$ cat src/rtl/usb_utmi_pkg.sv
// Shared UTMI definitions: line-state encoding, bus-state encoding and
// default bus-event timing at 48 MHz.
package usb_utmi_pkg;

  typedef enum logic [1:0] {
    LS_SE0 = 2'b00,
    LS_J   = 2'b01,
    LS_K   = 2'b10,
    LS_SE1 = 2'b11
  } utmi_line_state_t;

  typedef enum logic [1:0] {
    ACTIVE_S  = 2'b00,
    RESET_S   = 2'b01,
    SUSPEND_S = 2'b10,
    RESUME_S  = 2'b11
  } usb_bus_state_t;

  localparam int unsigned USB_RESET_DET_CYC   = 120;     // 2.5 us
  localparam int unsigned USB_SUSPEND_DET_CYC = 144000;  // 3 ms
  localparam int unsigned USB_RESUME_DET_CYC  = 240;     // 5 us

endpackage

$ cat src/rtl/usb_utm_bus_ctrl.sv
// USB bus-event controller: detects reset, suspend and resume from the UTM
// line state using a single line-stability timer and a four-state FSM.
module usb_utm_bus_ctrl
  import usb_utmi_pkg::*;
#(
  parameter int unsigned RESET_DET_CYC   = USB_RESET_DET_CYC,
  parameter int unsigned SUSPEND_DET_CYC = USB_SUSPEND_DET_CYC,
  parameter int unsigned RESUME_DET_CYC  = USB_RESUME_DET_CYC
) (
  input  logic       clk,
  input  logic       rst_n,
  input  logic [1:0] line_state,
  input  logic       rx_active,
  output logic       suspend_m,
  output logic       usb_reset,
  output logic       usb_suspend,
  output logic       usb_resume,
  output logic [1:0] bus_state
);

  localparam logic [17:0] TMR_MAX     = '1;
  localparam logic [17:0] RESET_THR   = 18'(RESET_DET_CYC - 1);
  localparam logic [17:0] SUSPEND_THR = 18'(SUSPEND_DET_CYC - 1);
  localparam logic [17:0] RESUME_THR  = 18'(RESUME_DET_CYC - 1);

  logic [1:0]     r_line_q;
  logic [17:0]    r_tmr;
  logic [17:0]    w_tmr;
  logic           w_restart;
  logic           w_se0_det;
  logic           w_idle_det;
  logic           w_k_det;
  usb_bus_state_t r_state;
  usb_bus_state_t w_state_d;
  usb_bus_state_t r_bus_state;
  logic           r_suspend_m;
  logic           r_usb_reset;
  logic           r_usb_suspend;
  logic           r_usb_resume;

  // w_tmr is the stable-cycle count including the current cycle's line value,
  // so a change cycle evaluates as 0 rather than the previous run length.
  always_comb begin
    w_restart = (line_state != r_line_q) || rx_active;
    if (w_restart) begin
      w_tmr = '0;
    end else if (r_tmr == TMR_MAX) begin
      w_tmr = TMR_MAX;
    end else begin
      w_tmr = r_tmr + 18'd1;
    end
    w_se0_det  = (line_state == LS_SE0) && (w_tmr >= RESET_THR);
    w_idle_det = (line_state == LS_J)   && (w_tmr >= SUSPEND_THR);
    w_k_det    = (line_state == LS_K)   && (w_tmr >= RESUME_THR);
  end

  always_ff @(posedge clk or negedge rst_n) begin
    if (!rst_n) begin
      r_line_q <= LS_J;
      r_tmr    <= '0;
    end else begin
      r_line_q <= line_state;
      r_tmr    <= w_tmr;
    end
  end

  always_comb begin
    w_state_d = r_state;
    case (r_state)
      ACTIVE_S: begin
        if (w_se0_det) begin
          w_state_d = RESET_S;
        end else if (w_idle_det) begin
          w_state_d = SUSPEND_S;
        end
      end
      RESET_S: begin
        if (line_state != LS_SE0) begin
          w_state_d = ACTIVE_S;
        end
      end
      SUSPEND_S: begin
        if (w_se0_det) begin
          w_state_d = RESET_S;
        end else if (w_k_det) begin
          w_state_d = RESUME_S;
        end
      end
      RESUME_S: begin
        // K and the short SE0 of the resume EOP hold here until J.
        if (w_se0_det) begin
          w_state_d = RESET_S;
        end else if (line_state == LS_J) begin
          w_state_d = ACTIVE_S;
        end
      end
      default: w_state_d = ACTIVE_S;
    endcase
  end

  always_ff @(posedge clk or negedge rst_n) begin
    if (!rst_n) begin
      r_state <= ACTIVE_S;
    end else begin
      r_state <= w_state_d;
    end
  end

  // r_bus_state holds the previous r_state, which marks resume entry.
  always_ff @(posedge clk or negedge rst_n) begin
    if (!rst_n) begin
      r_bus_state   <= ACTIVE_S;
      r_suspend_m   <= 1'b1;
      r_usb_reset   <= 1'b0;
      r_usb_suspend <= 1'b0;
      r_usb_resume  <= 1'b0;
    end else begin
      r_bus_state   <= r_state;
      r_suspend_m   <= (r_state != SUSPEND_S);
      r_usb_reset   <= (r_state == RESET_S);
      r_usb_suspend <= (r_state == SUSPEND_S);
      r_usb_resume  <= (r_state == RESUME_S) && (r_bus_state != RESUME_S);
    end
  end

  assign suspend_m   = r_suspend_m;
  assign usb_reset   = r_usb_reset;
  assign usb_suspend = r_usb_suspend;
  assign usb_resume  = r_usb_resume;
  assign bus_state   = r_bus_state;

endmodule

$ cat config.mk
export PLATFORM = sky130hd
export DESIGN_NAME = usb_utm_bus_ctrl
export DESIGN_NICKNAME = d
export VERILOG_FILES = /design/src/rtl/usb_utmi_pkg.sv /design/src/rtl/usb_utm_bus_ctrl.sv
export SDC_FILE = /design/constraint.sdc
export NUM_CORES = 1
export LEC_CHECK = 0
export ABC_AREA = 1
export CAP_MARGIN = 20
export CORE_ASPECT_RATIO = 0.75
export CORE_MARGIN = 1
export CORE_UTILIZATION = 25
export DETAILED_ROUTE_END_ITERATION = 16
export GPL_TIMING_DRIVEN = 1
export PLACE_DENSITY = 0.41
export SYNTH_ARGS = -nofsm -noshare
export SYNTH_HDL_FRONTEND = slang
export SYNTH_SLANG_ARGS = --single-unit
$ cat constraint.sdc
create_clock -name clk -period 3.1 [get_ports clk]
set_clock_uncertainty 0.1 [all_clocks]
set_input_delay 0.62 -clock clk [delete_from_list [all_inputs] [get_ports clk]]
set_output_delay 0.62 -clock clk [all_outputs]
set_load 0.01 [all_outputs]
Yosys cells after proc, flatten, opt, wreduce, memory -nomap -nowiden. Index checks and enable logic that the tools add are counted.

Bits of input ports: 5. Output and inout bits: 6. Register bits after elaboration: 28. Logic and storage cells: 44.

Equal/unequal tests: 13. Reductions and logical operators: 9. Magnitude comparators: 3. Mux-type cells: 10. $add $sub $neg: 1.

Operator list (count): $mux W18 (2); $add A18 B1 Y18 const B (1); $eq A18 B18 Y1 const B (1); $ge A18 B18 Y1 const B (1); $ge A18 B7 Y1 const B (1); $ge A18 B8 Y1 const B (1); $mux W2 (7); $ne A3 B3 Y1 const B (3); $pmux W2 S4 (1); $eq A2 B2 Y1 const B (3); $ne A2 B2 Y1 const B (3); $eq A2 B1 Y1 const B (2); $logic_and A1 B1 Y1 (4); $logic_not A2 Y1 (2); $reduce_and A4 Y1 (1); $ne A2 B2 Y1 (1); $reduce_bool A2 Y1 (1); $logic_or A1 B1 Y1 (1).

Depth between registers and ports, before layout. Gate-level depths: netlist (run 1).

Word-level depth: 8. Mapped depth: 20. Depth with buffers taken out: 20.

Least setup slack after synthesis (run 1). OpenSTA, ideal clock, no wires.

Path type: input port to flip-flop. From: input line_state[0]. To: register r_state[1]. Arrival: 1.973 ns. Required time: 2.883 ns. Library setup time: 0.117 ns. Path buffers: 1. Setup slack: 0.910 ns. Cell stages on the path: 15. Cell sequence: a21oi_1 -> nand2_1 -> nor2_1 -> clkbuf_1 -> nand4_1 -> nor2_1 -> nand3b_1 -> nand2_1 -> nand2_1 -> nand2_1 -> nand2_1 -> nand2_1 -> nand3_1 -> nand2_1 -> nand2_1.

Cells in the longest elaborated chain, start to end: 7. Elaborated cells on any way between the ends: 22. Classes of those cells: 3 x order compare; 7 x eq/ne; 5 x mux; 7 x reduce/logical.

Ends and longest elaborated chain: start, declared (line usb_utm_bus_ctrl.sv:12) `input logic [1:0] line_state,`; $ne A2 B2 Y1 (line usb_utm_bus_ctrl.sv:44) `w_restart = (line_state != r_line_q) || rx_active;`; $logic_or A1 B1 Y1 (line usb_utm_bus_ctrl.sv:44); $mux W18 (line usb_utm_bus_ctrl.sv:45) `if (w_restart) begin`; $ge A18 B7 Y1 (tied with other cells) (line usb_utm_bus_ctrl.sv:52) `w_se0_det = (line_state == LS_SE0) && (w_tmr >= RESET_THR);`; $logic_and A1 B1 Y1, on equally long branches (line usb_utm_bus_ctrl.sv:52, usb_utm_bus_ctrl.sv:53, usb_utm_bus_ctrl.sv:54); $ne A3 B3 Y1 (no line) (tied with other cells); $reduce_and A4 Y1 (no line) or $pmux W2 S4 (tied branches); end signal, assigned (line usb_utm_bus_ctrl.sv:105) `r_state <= w_state_d;`; end, declared (line usb_utm_bus_ctrl.sv:33) `usb_bus_state_t r_state;`.

Parallel ways exist; a longest one is shown, timed or not. A chain may end at the register's enable or synchronous reset.

Worst setup path in the final report (run 1).
From: input line_state[0]. To: register r_state[1].

Cells in the longest elaborated chain, start to end: 7. Elaborated cells on any way between the ends: 22. Classes of those cells: 3 x order compare; 7 x eq/ne; 5 x mux; 7 x reduce/logical.

Ends and longest elaborated chain: $ne A2 B2 Y1 * (line usb_utm_bus_ctrl.sv:44); $logic_or A1 B1 Y1 * (line usb_utm_bus_ctrl.sv:44); $mux W18 * (line usb_utm_bus_ctrl.sv:45); net w_tmr[2] (line usb_utm_bus_ctrl.sv:28) `logic [17:0] w_tmr;`; $ge A18 B7 Y1 (tied with other cells) (line usb_utm_bus_ctrl.sv:52); $logic_and A1 B1 Y1, on equally long branches (line usb_utm_bus_ctrl.sv:52, usb_utm_bus_ctrl.sv:53, usb_utm_bus_ctrl.sv:54); $ne A3 B3 Y1 (no line) (tied with other cells); $reduce_and A4 Y1 (no line) or $pmux W2 S4 (tied branches).

Mark *: on every way through the listed nets, which the timed path passes. The rest lies on a longest branch.

==> results.txt, run 1 <==
outcome -> completed
Syn Std Cell Area -> 1910 µm²
Seq cells post-synth -> 28
layout cells sized above 1 -> 11.1%
Flop pwr share -> 50.3%
Power Total -> 0.000887 W
dpl cells -> 395
Synth-to-Final Area Change -> 14.7%
Max Cap Violations -> 0
wire length per cell -> 11.4 µm
Setup CP Type -> in2reg
Tcrit/Tclk final -> 86.4%
setup violators final -> 0
fillers -> 852
Post-CTS Resized -> 0
Worst Tran Pin Value -> 469 ps
Post-DP Area -> 2140 µm²
GRT Resource Usage Total -> 13.1%
clk sinks -> 28
CTS buffer count -> 3
Worst Setup End Kind -> flip-flop
Initial Utilization -> 26.0%
maximum VDD drop -> 186 µV
Lkg Pwr -> 1.18 nW
unrepaired setup endpoints after global routing -> no
crit path launch -> line_state[0]
Detail Placement HPWL -> 3720 µm
design area -> 2190 µm²
ANT nets after route -> 0
most frequent cells in the layout -> 93 x nand2_1, 44 x inv_1, 33 x nor2_1
nets -> 305
Fmax achieved -> 373 MHz
drt drc -> 0
WHS -> 354 ps
first-pass GRT wire length -> 8070 µm
RePlAce Congestion -> 0.795
R2R depth -> 18
DRT iter0 DRCs -> 69
synthesized net count -> 292
Warnings, synthesis -> 0
CP max FO -> 23
Die Span Y -> 77.7 µm
via/cell ratio -> 4.20
IO Count -> 11
Worst-path clk slew -> 90 ps
pin count of the biggest net entering global routing -> 29
Final min period -> 2680 ps
worst r2r dst -> r_state[1]
post-synth cell types -> 29
Clock Root Buffer -> clkbuf_8
Seq/Total Area, Yosys -> 36.8%
CTS tree -> built
hold buffers post-CTS -> 0
ANT cells -> 0
FP Rows -> 27
Non-Filler Instances -> 399
Clk pwr share -> 25.8%
crit path to -> r_state[1]
P_int -> 0.000629 W
1st-pass router iterations -> 4
latest clock arrival within the worst-skew pair -> 270 ps
Clock Path Buffers -> 2
mean post-synth cell area -> 6.68 µm²
FF-to-FF Start -> r_tmr[0]
Sw Pwr -> 0.000258 W
core area -> 7360 µm²
H-Tree Depth -> 1
Req. time, crit path -> 3170 ps
die width -> 103 µm
Arr. time, crit path -> 2750 ps
initial antenna violation count -> 0
HP Class -> reg2reg
relative slew slack -> 68.5%
DIE AREA -> 8000 µm²
Final TNS setup -> 0 ps
Max Slew Vio Count -> 0
Startpoint Class -> input pin
Port Buffers -> 10
commonest non-fill, non-tap cell in the layout -> nand2_1
Final Hold Vio Count -> 0
sw frac -> 29.1%
Power Density -> 405 nW/µm²
global route overflow -> 0
DRT Wirelength -> 4570 µm
Logic pwr share -> 23.9%
DR vias -> 1674
R2R setup slack -> 520 ps
number of global-route vias before repair -> 1601
Synth Instances -> 286
postcts setup bufs -> 0
-- how the worst min path moves through the flow --
stage | start | end | slack (ps) | cells after the start
after detailed placement | bus_state[1] | usb_resume | 350 | 1
after floorplan | rst_n | bus_state[0] | 220 | 0
final | bus_state[1] | usb_resume | 350 | 1
after CTS | bus_state[1] | usb_resume | 360 | 1
after global placement | bus_state[1] | usb_resume | 350 | 1
after global routing | bus_state[1] | usb_resume | 390 | 1
-- synthesized netlist by cell type, drive strengths merged --
cell    count  share of area (%)
nor4        1               0.33
xnor2       1               0.46
dfrtp      26                 34
inv        48                9.4
buf         3                1.2
xor2        3                1.4
a21oi       9                3.7
nor2       41                9.9
ha          1               0.65
and2        1               0.33
nand3      26                7.3
clkbuf      1               0.20
o21bai      2               0.79
nand2     101                 21
nand3b      3                1.2
o21ai      10                2.6
nand4       7                2.3
dfstp       2                2.7
-- metal layers --
metal	track usage, %	vias to the layer above	wire length, µm
met5	0	-	0
met3	2.16	2	236
met2	19.1	17	1840
met1	20.5	748	2470
met4	1.69	0	21
li1	-	907	-
-- flip-flops by register name, summed over array words and instances (netlist names) --
name	flops
usb_reset	1
usb_resume	1
r_state	2
bus_state	2
r_tmr	18
usb_suspend	1
suspend_m	1
r_line_q	2
-- worst max-delay path, cell delays in order --
cell	delay [ps]
clkdlybuf4s50_1	500
a21oi_1	190
nand2_1	70
nor2_1	170
buf_12	190
inv_1	120
a21oi_4	150
nand2_1	60
nand2_1	80
a21oi_2	60
nand2_2	90
nand2_2	80
a21oi_4	160
nand3_1	90
nand2_1	60
nand2_1	50
-- kinds of logic after synthesis --
logic type	Yosys count	synth area share, %
simple gates	180	42.7
buf+inv	52	10.9
flops	28	36.8
compound gates	21	7.13
xor+xnor	4	1.83
fa+ha+maj	1	0.654
-- metrics by stage --
step / utilization, % / worst slack [ps]
global placement: 29.0 / 232
CTS: 29.8 / 417
detailed placement: 29.0 / 126
finish: 29.8 / 422
global route: 29.8 / 203
floorplan: - / 910
-- power groups by stage --
stage,Sequential [W],Combinational (W),Clock [W]
2_1_floorplan,0.000464,0.0000949,0
6_report,0.000446,0.000212,0.000229
3_5_place_dp,0.000453,0.000214,0
3_3_place_gp,0.000456,0.000218,0
5_1_grt,0.000453,0.000238,0.000262
4_1_cts,0.000448,0.000215,0.000247
-- final cells by class --
cell class / count / area (µm²) / area share (%)
Multi-Input combinational cell: 206 / 1000 / 45.6
Timing Repair Buffer: 12 / 128 / 5.82
Clock buffer: 4 / 55.1 / 2.51
Inverter: 48 / 180 / 8.21
Sequential cell: 28 / 703 / 32.1
Tap cell: 101 / 126 / 5.76
Note: power is estimated with default switching activity, not from simulation.
==> run 2, diff against run 1 <==
--- a/config.mk
+++ b/config.mk
@@ -10,6 +10,7 @@
 export CORE_ASPECT_RATIO = 0.75
 export CORE_MARGIN = 1
 export CORE_UTILIZATION = 25
+export CTS_CLUSTER_SIZE = 20
 export DETAILED_ROUTE_END_ITERATION = 16
 export GPL_TIMING_DRIVEN = 1
 export PLACE_DENSITY = 0.41
==> constraint.sdc (replaced) <==
create_clock -name clk -period 3.1 [get_ports clk]
set_clock_uncertainty 0.1 [all_clocks]
set_input_delay 0.62 -clock clk [delete_from_list [all_inputs] [get_ports clk]]
set_output_delay 0.62 -clock clk [all_outputs]
set_load 0.05 [all_outputs]
==> results of run 2 <==
Same layout as run 1 (identical final DEF). Status: completed.
Among the figures that moved: total power 0.000887 W -> 0.000985 W; worst IR drop on VDD 186 µV -> 198 µV
